<file path="src/rtl/pwm_multichannel.sv">
// Multi-channel PWM: one shared period counter, per-channel duty compare, shadowed updates at period boundaries.
// Optional center-aligned counting is enabled with `define PWM_CENTER_ALIGNED_EN.
module pwm_multichannel #(
    parameter int unsigned WIDTH    = 8,
    parameter int unsigned CHANNELS = 4
) (
    input  logic                      clk,
    input  logic                      rst,
    input  logic                      en,
    input  logic [WIDTH-1:0]          period,
    input  logic [CHANNELS*WIDTH-1:0] duty,
    input  logic                      load,
`ifdef PWM_CENTER_ALIGNED_EN
    input  logic                      center,
`endif
    output logic [CHANNELS-1:0]       pwm_out,
    output logic                      period_end,
    output logic                      upd_pending,
    output logic                      status
);

    logic [WIDTH-1:0] cnt;
    logic [WIDTH-1:0] p_a;
    logic [WIDTH-1:0] p_p;
    logic [WIDTH-1:0] d_a [CHANNELS];
    logic [WIDTH-1:0] d_p [CHANNELS];

    logic boundary_c;
    logic apply_in_c;
    logic apply_pend_c;
    logic capture_c;

`ifdef PWM_CENTER_ALIGNED_EN
    logic             center_a;
    logic             center_p;
    logic             dir_down;
    logic [WIDTH-1:0] top_c;

    // Turn-around point of the up/down count; a zero period behaves as one.
    always_comb begin
        top_c      = (p_a == '0) ? '0 : p_a - WIDTH'(1);
        boundary_c = center_a ? (dir_down && (cnt == '0)) : (cnt == p_a);
    end
`else
    always_comb begin
        boundary_c = (cnt == p_a);
    end
`endif

    // Disabled means no period is in flight, so updates take effect at once.
    always_comb begin
        apply_in_c   = load && (!en || boundary_c);
        apply_pend_c = !apply_in_c && upd_pending && (!en || boundary_c);
        capture_c    = load && en && !boundary_c;
    end

    always_ff @(posedge clk) begin
        if (rst) begin
            cnt         <= '0;
            p_a         <= '1;
            p_p         <= '1;
            pwm_out     <= '0;
            period_end  <= 1'b0;
            upd_pending <= 1'b0;
            status      <= 1'b0;
            for (int i = 0; i < CHANNELS; i++) begin
                d_a[i] <= '0;
                d_p[i] <= '0;
            end
`ifdef PWM_CENTER_ALIGNED_EN
            center_a <= 1'b0;
            center_p <= 1'b0;
            dir_down <= 1'b0;
`endif
        end else begin
            status <= en;

            if (apply_in_c) begin
                p_a <= period;
                for (int i = 0; i < CHANNELS; i++) d_a[i] <= duty[i*WIDTH +: WIDTH];
`ifdef PWM_CENTER_ALIGNED_EN
                center_a <= center;
`endif
            end else if (apply_pend_c) begin
                p_a <= p_p;
                for (int i = 0; i < CHANNELS; i++) d_a[i] <= d_p[i];
`ifdef PWM_CENTER_ALIGNED_EN
                center_a <= center_p;
`endif
            end

            if (capture_c) begin
                p_p <= period;
                for (int i = 0; i < CHANNELS; i++) d_p[i] <= duty[i*WIDTH +: WIDTH];
`ifdef PWM_CENTER_ALIGNED_EN
                center_p <= center;
`endif
                upd_pending <= 1'b1;
            end else if (apply_in_c || apply_pend_c) begin
                upd_pending <= 1'b0;
            end

            if (!en) begin
                cnt        <= '0;
                pwm_out    <= '0;
                period_end <= 1'b0;
`ifdef PWM_CENTER_ALIGNED_EN
                dir_down   <= 1'b0;
`endif
            end else begin
                period_end <= boundary_c;
                for (int i = 0; i < CHANNELS; i++) pwm_out[i] <= (cnt < d_a[i]);
                if (boundary_c) begin
                    cnt <= '0;
`ifdef PWM_CENTER_ALIGNED_EN
                    dir_down <= 1'b0;
`endif
                end else begin
`ifdef PWM_CENTER_ALIGNED_EN
                    // Each endpoint is held for two cycles: direction flips without moving cnt.
                    if (!center_a)           cnt <= cnt + WIDTH'(1);
                    else if (dir_down)       cnt <= cnt - WIDTH'(1);
                    else if (cnt == top_c)   dir_down <= 1'b1;
                    else                     cnt <= cnt + WIDTH'(1);
`else
                    cnt <= cnt + WIDTH'(1);
`endif
                end
            end
        end
    end

endmodule

</file>
<file path="config.mk">
export PLATFORM = sky130hd
export DESIGN_NAME = pwm_multichannel
export DESIGN_NICKNAME = d
export VERILOG_FILES = /design/src/rtl/pwm_multichannel.sv
export SDC_FILE = /design/constraint.sdc
export NUM_CORES = 1
export LEC_CHECK = 0
export CORE_MARGIN = 2
export CORE_UTILIZATION = 50
export CTS_BUF_LIST = sky130_fd_sc_hd__clkbuf_4 sky130_fd_sc_hd__clkbuf_8 sky130_fd_sc_hd__clkbuf_16
export DETAILED_ROUTE_END_ITERATION = 10
export PLACE_DENSITY = 0.7
export SKIP_LAST_GASP = 1
export SYNTH_ARGS = -nofsm -noshare
export SYNTH_HDL_FRONTEND = slang
export SYNTH_SLANG_ARGS = --single-unit
</file>
<file path="constraint.sdc">
create_clock -name clk -period 2.65 [get_ports clk]
set_clock_uncertainty 0.2 [all_clocks]
set_input_delay 0.265 -clock clk [delete_from_list [all_inputs] [get_ports clk]]
set_output_delay 0.265 -clock clk [all_outputs]
set_load 0.03 [all_outputs]
</file>
==> run metrics, run 1 <==
fraction of registers with async set/reset 0%; Resized cells post-CTS 0; CP max FO 29; Iteration-0 DRC Markers slightly below 100; Worst path slowest cell dfxtp_1; RSZ-0062 raised after global routing false; Crit. Startpoint cnt[7]; postcts setup bufs 0; total CTS buffers 9; Tot Pwr ~3.2 mW; cells on worst reg2reg path 7; router iterations before antenna repair 4; Primary FF master, synth edfxtp_1; largest family of logic cells by synthesized area compound AO/OA/AOI/OAI gates; layout cells sized above 1 around an eighth; RePlAce Congestion about 0.81; Max Transition Viols Final 0; DIE AREA 9800 um2; top-area cell type share of the netlist area a little over two fifths; top cells by count, synth edfxtp_1 (64), inv_1 (37), and3_1 (34); relative slew slack approximately 60%; total number of yosys warnings 0; status finished, final reports clean; sequential fraction of design power ~54%; Synth Area in Adders approximately 8%; Int Power ~2.5 mW; Yosys top cell by area edfxtp_1; Pleak 2.32 nW; CTS tree built; hold buffers post-CTS 0; clk slew on worst S/H paths ~90 ps; IR drop worst, VDD approximately 320 uV; die height 99.0 um; post-detail-place hpwl around 6300 um; Max Cap Violations 0; worst skew pair latency roughly 360 ps; Synth cell types 38; Root Driver clkbuf_8; Synth area leaders edfxtp_1 (43%), dfxtp_1 (14%), ha_1 (8.0%); Switching Fraction between 20% and 30%; Slowest Stage Delay on Critical Path about 480 ps; PnR worst setup slack about 260 ps; Initial Util between 50% and 60%; Avg Cell Area, Syn roughly 12 um2; Multi-input gate area around 1700 um2; Post-route DRC 0; WP data arrival 2410 ps; vias in the first global route between 3,000 and 4,000; Hold Path Class in2reg; Die W 99.0 um; sequential cell area around 2500 um2; Rows 34; Hold Crit Start period[4]; NetSw between 0.6 and 0.7 mW; Cell Area, Synth approximately 4500 um2; simple-gate share of the synthesized area between 10% and 20%; setup slack after placement 80.8 ps; Tot GR Track Use 19.4%; Worst Max-Slew Pin Slew 616 ps; Setup crit start kind flip-flop; n_diodes 0; Final period util around 90%; Seq/Total Area, Yosys ~56%; Routed WL per cell 16.3 um; Final Util between 60 and 70%; flop2flop setup slack between 200 and 300 ps; IO Pins 51; Vias/cell between 5 and 6; final setup vio count 0; most frequent cell after synthesis edfxtp_1; flops & latches, synth 95; core area 8720 um2; Setup crit end kind flip-flop; Post-Route WL ~9000 um; Synth Area in Compound Gates between 10% and 20%; first-pass GRT wire length approximately 15,000 um; Synth Area in XOR/XNOR 2.72%; initial antenna violation count 0; Mapped Cells around 380; reg2reg start cnt[7]; Overflow after GRT 0; post-layout min period approximately 2400 ps; largest net degree at the start of global routing 46; Comb pwr share roughly 11%; Worst Path Required 2670 ps; post-synthesis mux area share 0%; CTS max path bufs 2; final setup TNS 0 ps; Layout Nets between 500 and 600; critical path class reg2reg; worst flop-to-flop path endpoint d_a[0][1]; crit-path cells xor2_1, nor4_4, a21boi_2, buf_4, nor3b_4, buf_12, a22o_1; CTS sink count 95; Post-synth EDFFs 64; fill count 685; Clock Power Share between 30% and 40%; area grow syn2layout 21.8%; power density over cell area between 500 and 600 nW/um2; final hold vios 0; vias post-DR 3,094; Max Clk Rate approximately 420 MHz; Port Buffers 50; Detail Route Antenna Nets 0; Post-Syn Nets ~450; htree depth 3; CP endpoint d_a[0][1]
cells in the final DEF, fill, tap and decap left out, types with 9 or more instances in the layout:
cell type	netlist	routed
and3_1	34	34
edfxtp_1	64	64
nor3_1	9	9
xor2_1	13	13
clkbuf_8	0	9
a21o_1	9	9
dfxtp_1	31	31
ha_1	29	29
nor2_1	22	22
inv_1	37	37
a22o_1	24	24
nand3_1	9	9
buf_4	3	20
clkdlybuf4s50_1	0	50
power by group through the flow:
stage	clock, mW	combinational, mW	sequential, mW
detailed placement	0	0.353	1.75
global route	1.21	0.387	1.73
floorplan	0	0.175	1.76
CTS	1.14	0.355	1.72
finish	1.12	0.353	1.72
global placement	0	0.346	1.75
worst max-delay path: cells and delay by family (launching register included):
family	cells	cell delay, ps
DFF	1	480
AOI/OAI and AO/OA	2	290
and+or+nand+nor	2	670
buffers and inverters	2	440
xor gates and xnor gates	1	150
flip-flops by register name (all words and copies together), names as in the netlist:
signal,flops
cnt,8
d_a,32
d_p,32
p_a,8
p_p,8
period_end,1
pwm_out,4
status,1
upd_pending,1
area by class of cell:
| type | count | area share, % |
|---|---|---|
| flip-flops and latches | 95 | 46.3 |
| repair buffers | 73 | 12.9 |
| clock buffers | 10 | 2.39 |
| well taps | 108 | 2.46 |
| clock inverters | 6 | 1.98 |
| inverters | 37 | 2.53 |
| multi-input cells | 224 | 31.4 |
routing by layer:
| metal | global-route usage, % | vias to the layer above | wire length, um |
|---|---|---|---|
| li1 | - | 1520 | - |
| met1 | 24.0 | 1493 | 3860 |
| met2 | 34.0 | 71 | 4630 |
| met3 | 2.98 | 10 | 420 |
| met4 | 7.48 | 0 | 120 |
| met5 | 0 | - | 0 |
how the worst min path moves through the flow:
stage	endpoint	slack (ps)	cells past startpoint
6_report	p_p[4]	270	3
3_3_place_gp	p_p[3]	280	1
2_1_floorplan	p_p[0]	210	2
4_1_cts	p_p[2]	260	3
5_1_grt	p_p[0]	290	3
3_5_place_dp	p_p[1]	280	1
cell families after synthesis:
logic type               Yosys count
AO/OA/AOI/OAI                     79
XOR/XNOR                          14
adder cells (fa/ha/maj)           29
buffers and inverters             60
flip-flops                        95
AND/OR/NAND/NOR                  102
through the flow:
stage / cells / hold slack, ps / area (um2)
2_1_floorplan: 379 / 215 / 4510
3_3_place_gp: 537 / 278 / 5250
3_5_place_dp: 537 / 282 / 5250
4_1_cts: 553 / 259 / 5490
5_1_grt: 553 / 288 / 5500
6_report: 553 / 269 / 5500
(Power assumes the default switching activity.)
==> inputs of run 2 (changes only) <==
Settings changed: SKIP_LAST_GASP 1 to unset.
==> results of run 2 <==
No change in the layout: final DEF, timing and power equal those of run 1.
==> inputs of run 3 (changes only) <==
Settings changed: SLEW_MARGIN set to 10.
==> results of run 3 <==
No change in the layout: final DEF, timing and power equal those of run 1.
